`config.mk`:
```
export PLATFORM = sky130hd
export DESIGN_NAME = glyph_anim_mux_flat
export DESIGN_NICKNAME = d
export VERILOG_FILES = /design/src/rtl/glyph_pkg.sv /design/src/rtl/glyph_anim_mux_if.sv /design/src/rtl/glyph_chan.sv /design/src/rtl/glyph_anim_mux.sv /design/src/flat_wrapper.sv
export SDC_FILE = /design/constraint.sdc
export NUM_CORES = 1
export LEC_CHECK = 0
export CAP_MARGIN = 30
export CORE_MARGIN = 3
export CORE_UTILIZATION = 43
export DETAILED_ROUTE_END_ITERATION = 6
export GPL_ROUTABILITY_DRIVEN = 0
export PLACE_DENSITY = 0.68
export SLEW_MARGIN = 20
export SYNTH_ARGS = -nofsm -noshare
export SYNTH_HDL_FRONTEND = slang
export SYNTH_SLANG_ARGS = --single-unit
```
`constraint.sdc`:
```
create_clock -name clk -period 6.85 [get_ports clk]
set_clock_uncertainty 0.05 [all_clocks]
set_input_delay 1.7125 -clock clk [delete_from_list [all_inputs] [get_ports clk]]
set_output_delay 1.7125 -clock clk [all_outputs]
set_load 0.01 [all_outputs]
```
`src/rtl/glyph_pkg.sv`:
```
// Shared glyph codes, character codes and channel states for the 7-segment animator.
package glyph_pkg;

    // Segment patterns, abcdefg with bit 6 = a.
    localparam logic [6:0] GLYPH_U     = 7'b0111110;
    localparam logic [6:0] GLYPH_I     = 7'b0000110;
    localparam logic [6:0] GLYPH_P     = 7'b1100111;
    localparam logic [6:0] GLYPH_F     = 7'b1000111;
    localparam logic [6:0] GLYPH_E     = 7'b1001111;
    localparam logic [6:0] GLYPH_UP    = 7'b1000000;
    localparam logic [6:0] GLYPH_DOWN  = 7'b0001000;
    localparam logic [6:0] GLYPH_BLANK = 7'b0000000;

    // Codes 5..7 are not enumerated; they all render blank.
    typedef enum logic [2:0] {
        CharU = 3'd0,
        CharI = 3'd1,
        CharP = 3'd2,
        CharF = 3'd3,
        CharE = 3'd4
    } char_e;

    typedef enum logic [1:0] {
        NEUTRAL = 2'd0,
        UP      = 2'd1,
        DOWN    = 2'd2
    } chan_state_e;

    function automatic logic [6:0] char_glyph(input logic [2:0] code);
        logic [6:0] g;
        case (code)
            CharU:   g = GLYPH_U;
            CharI:   g = GLYPH_I;
            CharP:   g = GLYPH_P;
            CharF:   g = GLYPH_F;
            CharE:   g = GLYPH_E;
            default: g = GLYPH_BLANK;
        endcase
        return g;
    endfunction

endpackage

```
`src/rtl/glyph_anim_mux_if.sv`:
```
// Panel-side bundle: character selects and pose requests in, scanned display and busy out.
interface glyph_anim_mux_if #(
    parameter int unsigned NUM_DIGITS = 4
);
    logic [3*NUM_DIGITS-1:0] char_sel;
    logic [NUM_DIGITS-1:0]   jump;
    logic [NUM_DIGITS-1:0]   duck;
    logic [6:0]              seg;
    logic [NUM_DIGITS-1:0]   an;
    logic [NUM_DIGITS-1:0]   busy;

    modport master (
        output char_sel, jump, duck,
        input  seg, an, busy
    );

    modport slave (
        input  char_sel, jump, duck,
        output seg, an, busy
    );
endinterface

```
`src/rtl/glyph_chan.sv`:
```
// One digit channel: pose FSM with tick-based hold counter and combinational glyph lookup.
module glyph_chan
    import glyph_pkg::*;
#(
    parameter int unsigned HOLD_TICKS = 250
) (
    input  logic       clk,
    input  logic       rst,
    input  logic       tick,
    input  logic       jump,
    input  logic       duck,
    input  logic [2:0] char_sel,
    output logic       busy,
    output logic [6:0] glyph
);
    localparam int unsigned HW = $clog2(HOLD_TICKS + 1);
    localparam logic [HW-1:0] HoldLoad = HW'(HOLD_TICKS);
    localparam logic [HW-1:0] HoldOne  = HW'(1);

    chan_state_e     state_q, state_d;
    logic [HW-1:0]   hold_q, hold_d;

    // State and hold counter registers.
    always_ff @(posedge clk or posedge rst) begin
        if (rst) begin
            state_q <= NEUTRAL;
            hold_q  <= '0;
        end else begin
            state_q <= state_d;
            hold_q  <= hold_d;
        end
    end

    // Next state: requests only accepted in NEUTRAL (jump beats duck); the expiring tick wins.
    always_comb begin
        state_d = state_q;
        hold_d  = hold_q;
        unique case (state_q)
            NEUTRAL: begin
                if (jump) begin
                    state_d = UP;
                    hold_d  = HoldLoad;
                end else if (duck) begin
                    state_d = DOWN;
                    hold_d  = HoldLoad;
                end
            end
            UP, DOWN: begin
                if (tick) begin
                    if (hold_q == HoldOne) begin
                        state_d = NEUTRAL;
                        hold_d  = '0;
                    end else begin
                        hold_d = hold_q - HoldOne;
                    end
                end
            end
            default: begin
                state_d = NEUTRAL;
                hold_d  = '0;
            end
        endcase
    end

    // Glyph for the current pose; neutral follows char_sel live.
    always_comb begin
        busy = (state_q != NEUTRAL);
        unique case (state_q)
            UP:      glyph = GLYPH_UP;
            DOWN:    glyph = GLYPH_DOWN;
            default: glyph = char_glyph(char_sel);
        endcase
    end

endmodule

```
`src/rtl/glyph_anim_mux.sv`:
```
// Multi-digit glyph animator: time base, digit channels, scanner and registered panel outputs.
module glyph_anim_mux
    import glyph_pkg::*;
#(
    parameter int unsigned NUM_DIGITS = 4,
    parameter int unsigned TICK_DIV   = 50000,
    parameter int unsigned HOLD_TICKS = 250,
    parameter int unsigned ACTIVE_LOW = 0
) (
    input  logic            clk,
    input  logic            rst,
    glyph_anim_mux_if.slave bus
);
    localparam int unsigned TW = $clog2(TICK_DIV);
    localparam int unsigned SW = (NUM_DIGITS > 1) ? $clog2(NUM_DIGITS) : 1;
    localparam logic [TW-1:0] TickMax = TW'(TICK_DIV - 1);
    localparam logic [SW-1:0] ScanMax = SW'(NUM_DIGITS - 1);
    localparam logic          Inv     = (ACTIVE_LOW != 0);
    localparam logic [6:0]            SegOff = {7{Inv}};
    localparam logic [NUM_DIGITS-1:0] AnOff  = {NUM_DIGITS{Inv}};

    logic [TW-1:0]         tick_q, tick_d;
    logic                  tick;
    logic [SW-1:0]         scan_q, scan_d;
    logic [6:0]            seg_q, seg_d;
    logic [NUM_DIGITS-1:0] an_q, an_d;
    logic [NUM_DIGITS-1:0] busy_vec;
    logic [6:0]            glyph [NUM_DIGITS];

    for (genvar d = 0; d < NUM_DIGITS; d++) begin : g_chan
        glyph_chan #(
            .HOLD_TICKS (HOLD_TICKS)
        ) u_chan (
            .clk      (clk),
            .rst      (rst),
            .tick     (tick),
            .jump     (bus.jump[d]),
            .duck     (bus.duck[d]),
            .char_sel (bus.char_sel[3*d +: 3]),
            .busy     (busy_vec[d]),
            .glyph    (glyph[d])
        );
    end

    // Time base and scan index advance.
    always_comb begin
        tick   = (tick_q == TickMax);
        tick_d = tick ? '0 : tick_q + TW'(1);
        scan_d = scan_q;
        if (tick) begin
            scan_d = (scan_q == ScanMax) ? '0 : scan_q + SW'(1);
        end
    end

    // Output mux with polarity applied before the output register.
    always_comb begin
        seg_d = glyph[scan_q];
        an_d  = NUM_DIGITS'(1) << scan_q;
        if (Inv) begin
            seg_d = ~seg_d;
            an_d  = ~an_d;
        end
    end

    // Counters and output registers; outputs idle at the inactive level in reset.
    always_ff @(posedge clk or posedge rst) begin
        if (rst) begin
            tick_q <= '0;
            scan_q <= '0;
            seg_q  <= SegOff;
            an_q   <= AnOff;
        end else begin
            tick_q <= tick_d;
            scan_q <= scan_d;
            seg_q  <= seg_d;
            an_q   <= an_d;
        end
    end

    assign bus.seg  = seg_q;
    assign bus.an   = an_q;
    assign bus.busy = busy_vec;

endmodule

```
`src/flat_wrapper.sv`:
```
// flat-port wrapper written by rule: the top's interface ports become plain ports
module glyph_anim_mux_flat import glyph_pkg::*;
#(
    parameter int unsigned NUM_DIGITS = 4,
    parameter int unsigned TICK_DIV   = 50000,
    parameter int unsigned HOLD_TICKS = 250,
    parameter int unsigned ACTIVE_LOW = 0
)
  (clk, rst, bus_char_sel, bus_jump, bus_duck, bus_seg, bus_an, bus_busy);
  glyph_anim_mux_if #(.NUM_DIGITS(NUM_DIGITS)) bus_i ();
  input  logic clk;
  input  logic rst;
  input wire logic [$bits(bus_i.char_sel)-1:0] bus_char_sel;
  input wire logic [$bits(bus_i.jump)-1:0] bus_jump;
  input wire logic [$bits(bus_i.duck)-1:0] bus_duck;
  output wire logic [$bits(bus_i.seg)-1:0] bus_seg;
  output wire logic [$bits(bus_i.an)-1:0] bus_an;
  output wire logic [$bits(bus_i.busy)-1:0] bus_busy;
  assign bus_i.char_sel = bus_char_sel;
  assign bus_i.jump = bus_jump;
  assign bus_i.duck = bus_duck;
  assign bus_seg = bus_i.seg;
  assign bus_an = bus_i.an;
  assign bus_busy = bus_i.busy;
  glyph_anim_mux #(.NUM_DIGITS(NUM_DIGITS), .TICK_DIV(TICK_DIV), .HOLD_TICKS(HOLD_TICKS), .ACTIVE_LOW(ACTIVE_LOW)) u_core (.clk(clk), .rst(rst), .bus(bus_i));
endmodule
```
==> results.sh, run 1 <==
export IMPL_dieArea_um2=11100
export IMPL_cts_hold_buf=0
export IMPL_cp_max_fo=8
export IMPL_drt_first_iter_violations=212
export IMPL_root_buffer="clkbuf_8"
export IMPL_pwr_share_clk_pct=23.4
export IMPL_min_from="u_core.tick_q[15]"
export IMPL_min_period_ns=3.65
export IMPL_drive_gt1_share_pct=5.83
export IMPL_mappedNetlistArea_um2=4230
export IMPL_clkLatencyLatePin_ns=0.34
export IMPL_yosys_area_share_xor_xnor_pct=2.69
export IMPL_leakage_nw=2.11
export IMPL_diodes=0
export IMPL_crit_path_start_kind="register"
export IMPL_finalHoldViolCount=0
export IMPL_synthCells=479
export IMPL_synth_top_family_by_area="compound AO/OA/AOI/OAI gates"
export IMPL_synth_top_cell_by_area="dfrtp_1"
export IMPL_drc=0
export IMPL_rsz0062_at_grt="no"
export IMPL_grt_met2_usage_pct=28.7
export IMPL_cts_tree="built"
export IMPL_synth_top_cell_area_share_pct=40.3
export IMPL_layout_setup_ws_ns=3.20
export IMPL_vias=3609
export IMPL_synth_seq_cells=68
export IMPL_final_core_util_pct=51.7
export IMPL_drv_cap=0
export IMPL_synth_edf_count=0
export IMPL_power_mw=1.38
export IMPL_antenna_left=0
export IMPL_clk_path_buf_depth=2
export IMPL_synth_seq_area_share_pct=40.3
export IMPL_die_x_um=105
export IMPL_num_rows=35
export IMPL_start_util_pct=44.9
export IMPL_drt_wl_total_mm=9.62
export IMPL_synth_area_top_cells="dfrtp_1 (40%), ha_1 (8.6%), a21oi_1 (5.1%)"
export IMPL_postCtsSetupBuffers=0
export IMPL_fin_crit_sh_pct=53.3
export IMPL_overflow=0
export IMPL_comb_power_share_pct=39.0
export IMPL_max_freq_mhz=274
export IMPL_pin_count=37
export IMPL_post_dp_hpwl_mm=6.85
export IMPL_whs_ns=0.440
export IMPL_cp_arrival_ns=1.89
export IMPL_timing_critical_path_from="u_core.g_chan[3].u_chan.state_q[0]"
export IMPL_wl_per_cell_um=14.9
export IMPL_worstSetupPathType="register to primary output"
export IMPL_reg2reg_from="u_core.tick_q[7]"
export IMPL_placed_area_um2=4660
export IMPL_synthSimpleGateAreaFrac_pct=20.1
export IMPL_antenna_found_initial=0
export IMPL_grt_use_met3_pct=3.09
export IMPL_htree_levels=3
export IMPL_synth_fa_ha_area_share_pct=8.59
export IMPL_maxSlewHeadroom_pct=40.6
export IMPL_muxShareOfSynthArea_pct=1.75
export IMPL_netlist_top_cells_count="dfrtp_1 (68), a21oi_1 (43), inv_1 (42)"
export IMPL_p_sw_share_pct=37.9
export IMPL_synth_ff_type="dfrtp_1"
export IMPL_grt_pass1_wl_mm=16.6
export IMPL_place_ws_ns=3.25
export IMPL_ff_latch_area_um2=1700
export IMPL_power_density_nw_per_um2=283
export IMPL_multiInputGateArea_um2=2260
export IMPL_clock_sinks=68
export IMPL_synth_distinct_cells=60
export IMPL_intPower_mw=0.856
export IMPL_final_cell_area_um2=4870
export IMPL_finalSetupTns_ns=0
export IMPL_yosys_warnings=0
export IMPL_syn2layout_area_growth_pct=15.2
export IMPL_placed_cells=628
export IMPL_slew_violations=0
export IMPL_syn_num_nets=530
export IMPL_die_h_um=105
export IMPL_critPathCaptureType="primary output"
export IMPL_postCtsResizedCells=0
export IMPL_layout_nets=562
export IMPL_synth_most_common_cell="dfrtp_1"
export IMPL_clk_pin_slew_worst_paths_ns=0.07
export IMPL_vias_per_cell=5.60
export IMPL_syn_avg_cell_area_um2=8.82
export IMPL_numCtsBuffers=9
export IMPL_grt_busiest_layer="met2"
export IMPL_fill_cells=900
export IMPL_switchingPower_mw=0.522
export IMPL_io_buffers=36
export IMPL_coreArea_um2=9420
export IMPL_synth_compound_area_share_pct=20.3
export IMPL_pwr_share_seq_pct=37.6
export IMPL_outcome="finished clean"
export IMPL_met1_usage_pct=24.9
export IMPL_firstDrtPassIters=5
export IMPL_first_global_vias=3509
export IMPL_final_cell_count_no_fill=644
export IMPL_vdd_drop_max_mv=0.174
export IMPL_setup_violations_final=0
export IMPL_grt_max_degree=69
export IMPL_tightestPinTransition_ns=0.891
export IMPL_grt_usage_pct=18.1
export IMPL_async_reset_ff_share_pct=100
export IMPL_hp_class="register to register"
export IMPL_crit_required_ns=5.09
-- metal layers --
metal  routed length [µm]  vias to the layer above
met3                  365                       13
met1                 4600                     1732
met5                    0                        -
li1                     -                     1783
met4                  140                        0
met2                 4520                       81
-- power groups by stage --
stage	clock network, mW	logic (mW)	registers, mW
4_1_cts	0.330	0.528	0.516
3_5_place_dp	0	0.528	0.523
5_1_grt	0.350	0.605	0.526
3_3_place_gp	0	0.510	0.521
2_1_floorplan	0	0.384	0.515
6_report	0.323	0.537	0.518
-- registers in the layout, summed over array words and instances (netlist names) --
signal / count
u_core.bus.an: 4
u_core.scan_q: 2
u_core.tick_q: 16
u_core.g_chan.u_chan.hold_q: 32
u_core.bus.seg: 6
u_core.g_chan.u_chan.state_q: 8
-- worst max-delay path: stages, from the launching register on --
cell             delay, ns
dfrtp_1               0.41
inv_1                 0.10
ha_1                  0.31
inv_1                 0.17
clkdlybuf4s50_1       0.56
-- final timing paths --
path | to | slack, ns | depth (start not counted)
worst max register to register | u_core.g_chan[2].u_chan.hold_q[5] | 3.97 | 6
min in group asynchronous | u_core.g_chan[1].u_chan.hold_q[6] | 1.64 | 3
worst max-delay path | bus_busy[3] | 3.20 | 4
worst min register to register | u_core.tick_q[15] | 0.44 | 1
worst min-delay path | u_core.tick_q[15] | 0.44 | 1
max in group asynchronous | u_core.g_chan[2].u_chan.hold_q[2] | 4.58 | 4
-- cell usage in the layout, fill, tap and decap left out, types with 3 or more instances in the layout --
cell	synthesis	routed
dfrtp_1	68	68
a21oi_1	43	43
inv_1	42	41
nor2_1	38	38
clkdlybuf4s50_1	0	36
nand2_1	31	31
o21ai_0	29	29
ha_1	29	29
nor3_1	17	17
o21ai_1	13	13
nand3_1	12	12
nand2b_1	11	11
nand4_1	11	11
clkbuf_8	0	10
o22ai_1	9	9
nor4_1	9	9
a31oi_1	8	8
xor2_1	8	8
o31ai_1	6	6
o21a_1	5	5
and3_1	5	5
xnor2_1	5	5
mux2i_1	4	4
mux2_2	3	3
nor2b_1	3	3
a21o_1	3	3
o41ai_1	3	3
a41oi_1	3	3
nor3b_1	3	3
clkbuf_1	10	3
-- cells by family after synthesis --
kind of cell             after synthesis
multiplexers                           7
flip-flops                            68
AO/OA/AOI/OAI                        141
AND/OR/NAND/NOR                      160
adder cells (fa/ha/maj)               29
XOR/XNOR                              13
buffers and inverters                 61
-- area by class of cell --
class / count / area share [%]
sequential: 68 / 35.0
multi-input combinational: 350 / 46.4
tap: 129 / 3.32
timing repair buffer: 39 / 8.28
clock inverter: 2 / 0.720
inverter: 43 / 3.32
clock buffer: 13 / 3.06
(Power assumes the default switching activity.)
==> inputs of run 2 (changes only) <==
- PLACE_DENSITY: 0.68 -> 0.71
- clock period: 6.85 -> 3.3 ns (I/O delays scaled with it)
==> results.sh, run 2 (synthesis gave the netlist of run 1 again) <==
export IMPL_drive_gt1_share_pct=6.94
export IMPL_start_util_pct=44.9
export IMPL_cp_arrival_ns=1.87
export IMPL_worstSetupPathType="register to primary output"
export IMPL_clk_path_buf_depth=2
export IMPL_antenna_found_initial=0
export IMPL_cts_tree="built"
export IMPL_layout_setup_ws_ns=0.551
export IMPL_die_x_um=105
export IMPL_clk_pin_slew_worst_paths_ns=0.07
export IMPL_min_period_ns=2.75
export IMPL_io_buffers=36
export IMPL_slew_violations=0
export IMPL_grt_pass1_wl_mm=16.3
export IMPL_maxSlewHeadroom_pct=43.3
export IMPL_leakage_nw=2.11
export IMPL_overflow=0
export IMPL_crit_required_ns=2.42
export IMPL_diodes=0
export IMPL_fin_crit_sh_pct=83.3
export IMPL_numCtsBuffers=9
export IMPL_antenna_left=0
export IMPL_critPathCaptureType="primary output"
export IMPL_max_freq_mhz=364
export IMPL_power_density_nw_per_um2=578
export IMPL_mostFrequentLayoutCells="dfrtp_1 (68), a21oi_1 (43), inv_1 (41)"
export IMPL_finalHoldViolCount=0
export IMPL_syn2layout_area_growth_pct=15.4
export IMPL_layout_nets=565
export IMPL_place_ws_ns=0.653
export IMPL_drt_wl_total_mm=9.46
export IMPL_pin_count=37
export IMPL_vias_per_cell=5.56
export IMPL_vdd_drop_max_mv=0.236
export IMPL_reg_top3="u_core.g_chan.u_chan.hold_q (32), u_core.tick_q (16), u_core.g_chan.u_chan.state_q (8)"
export IMPL_setup_violations_final=0
export IMPL_postCtsSetupBuffers=0
export IMPL_top_register="u_core.g_chan.u_chan.hold_q"
export IMPL_root_buffer="clkbuf_8"
export IMPL_firstDrtPassIters=5
export IMPL_rrSetupSlack_ns=0.83
export IMPL_first_global_vias=3511
export IMPL_clock_sinks=68
export IMPL_final_common_cell="dfrtp_1"
export IMPL_dieArea_um2=11100
export IMPL_drv_cap=0
export IMPL_postCtsResizedCells=0
export IMPL_wl_per_cell_um=14.6
export IMPL_vias=3604
export IMPL_cts_hold_buf=0
export IMPL_num_rows=35
export IMPL_finalSetupTns_ns=0
export IMPL_clkLatencyLatePin_ns=0.34
export IMPL_die_h_um=105
export IMPL_drc=0
export IMPL_tightestPinTransition_ns=0.851
export IMPL_coreArea_um2=9420
export IMPL_largest_register_ffs=32
export IMPL_cp_max_fo=8
export IMPL_drt_first_iter_violations=125
export IMPL_grt_max_degree=28
export IMPL_hp_class="register to register"
export IMPL_rsz0062_at_grt="no"
export IMPL_fill_cells=866
export IMPL_grt_usage_pct=17.9
export IMPL_post_dp_hpwl_mm=7.03
export IMPL_outcome="finished clean"
export IMPL_crit_path_start_kind="register"
export IMPL_htree_levels=3
-- run 2: changes by cell type in the layout (fill, tap and decap cells not counted), sizes merged --
cell | previous run | this run
clkinvlp | 0 | 2
buf | 3 | 6
bufinv | 1 | 0
-- run 2: cell type report --
cell class                      count  area, µm²  share of cell area (%)
Clock buffer                       13        169                    3.46
Clock inverter                      3       20.0                   0.411
Inverter                           43        161                    3.31
Multi-Input combinational cell    350       2260                    46.3
Sequential cell                    68       1700                    34.9
Tap cell                          129        161                    3.31
Timing Repair Buffer               42        405                    8.31
-- run 2: routing by layer --
layer	global-route usage (%)	part of all wire, %
met4	6.09	1.8
met3	4.51	5.2
met2	29.8	48
met5	0	0
met1	22.7	45
-- run 2: final timing paths --
path,from,to,depth (start not counted)
setup / recovery,u_core.g_chan[3].u_chan.state_q[0],bus_busy[3],4
hold / removal,u_core.tick_q[15],u_core.tick_q[15],1
setup reg to reg,u_core.tick_q[7],u_core.g_chan[2].u_chan.hold_q[5],7
hold reg to reg,u_core.tick_q[15],u_core.tick_q[15],1
max in group asynchronous,rst,u_core.g_chan[3].u_chan.state_q[1],3
min in group asynchronous,rst,u_core.g_chan[1].u_chan.state_q[1],2
-- run 2: where the power goes --
| part | total [mW] | internal, mW | switching, mW |
|---|---|---|---|
| sequential | 1.08 | 0.966 | 0.109 |
| combinational | 1.10 | 0.442 | 0.654 |
| clock | 0.645 | 0.333 | 0.311 |
-- run 2: per-stage QoR --
stage	power, mW	hold slack [ns]	std cells	utilization, %	area [µm²]
floorplan	1.87	0.395	479	-	4230
global placement	2.15	0.425	632	49.8	4690
detailed placement	2.18	0.425	632	49.8	4690
CTS	2.83	0.437	648	51.8	4880
global route	3.04	0.461	648	51.8	4880
finish	2.82	0.436	648	51.8	4880
-- run 2: worst max-delay path, stage by stage, from the launching register on --
cell and delay [ns]:
dfrtp_1 0.40, inv_1 0.09, ha_1 0.31, inv_1 0.17
clkdlybuf4s50_1 0.56
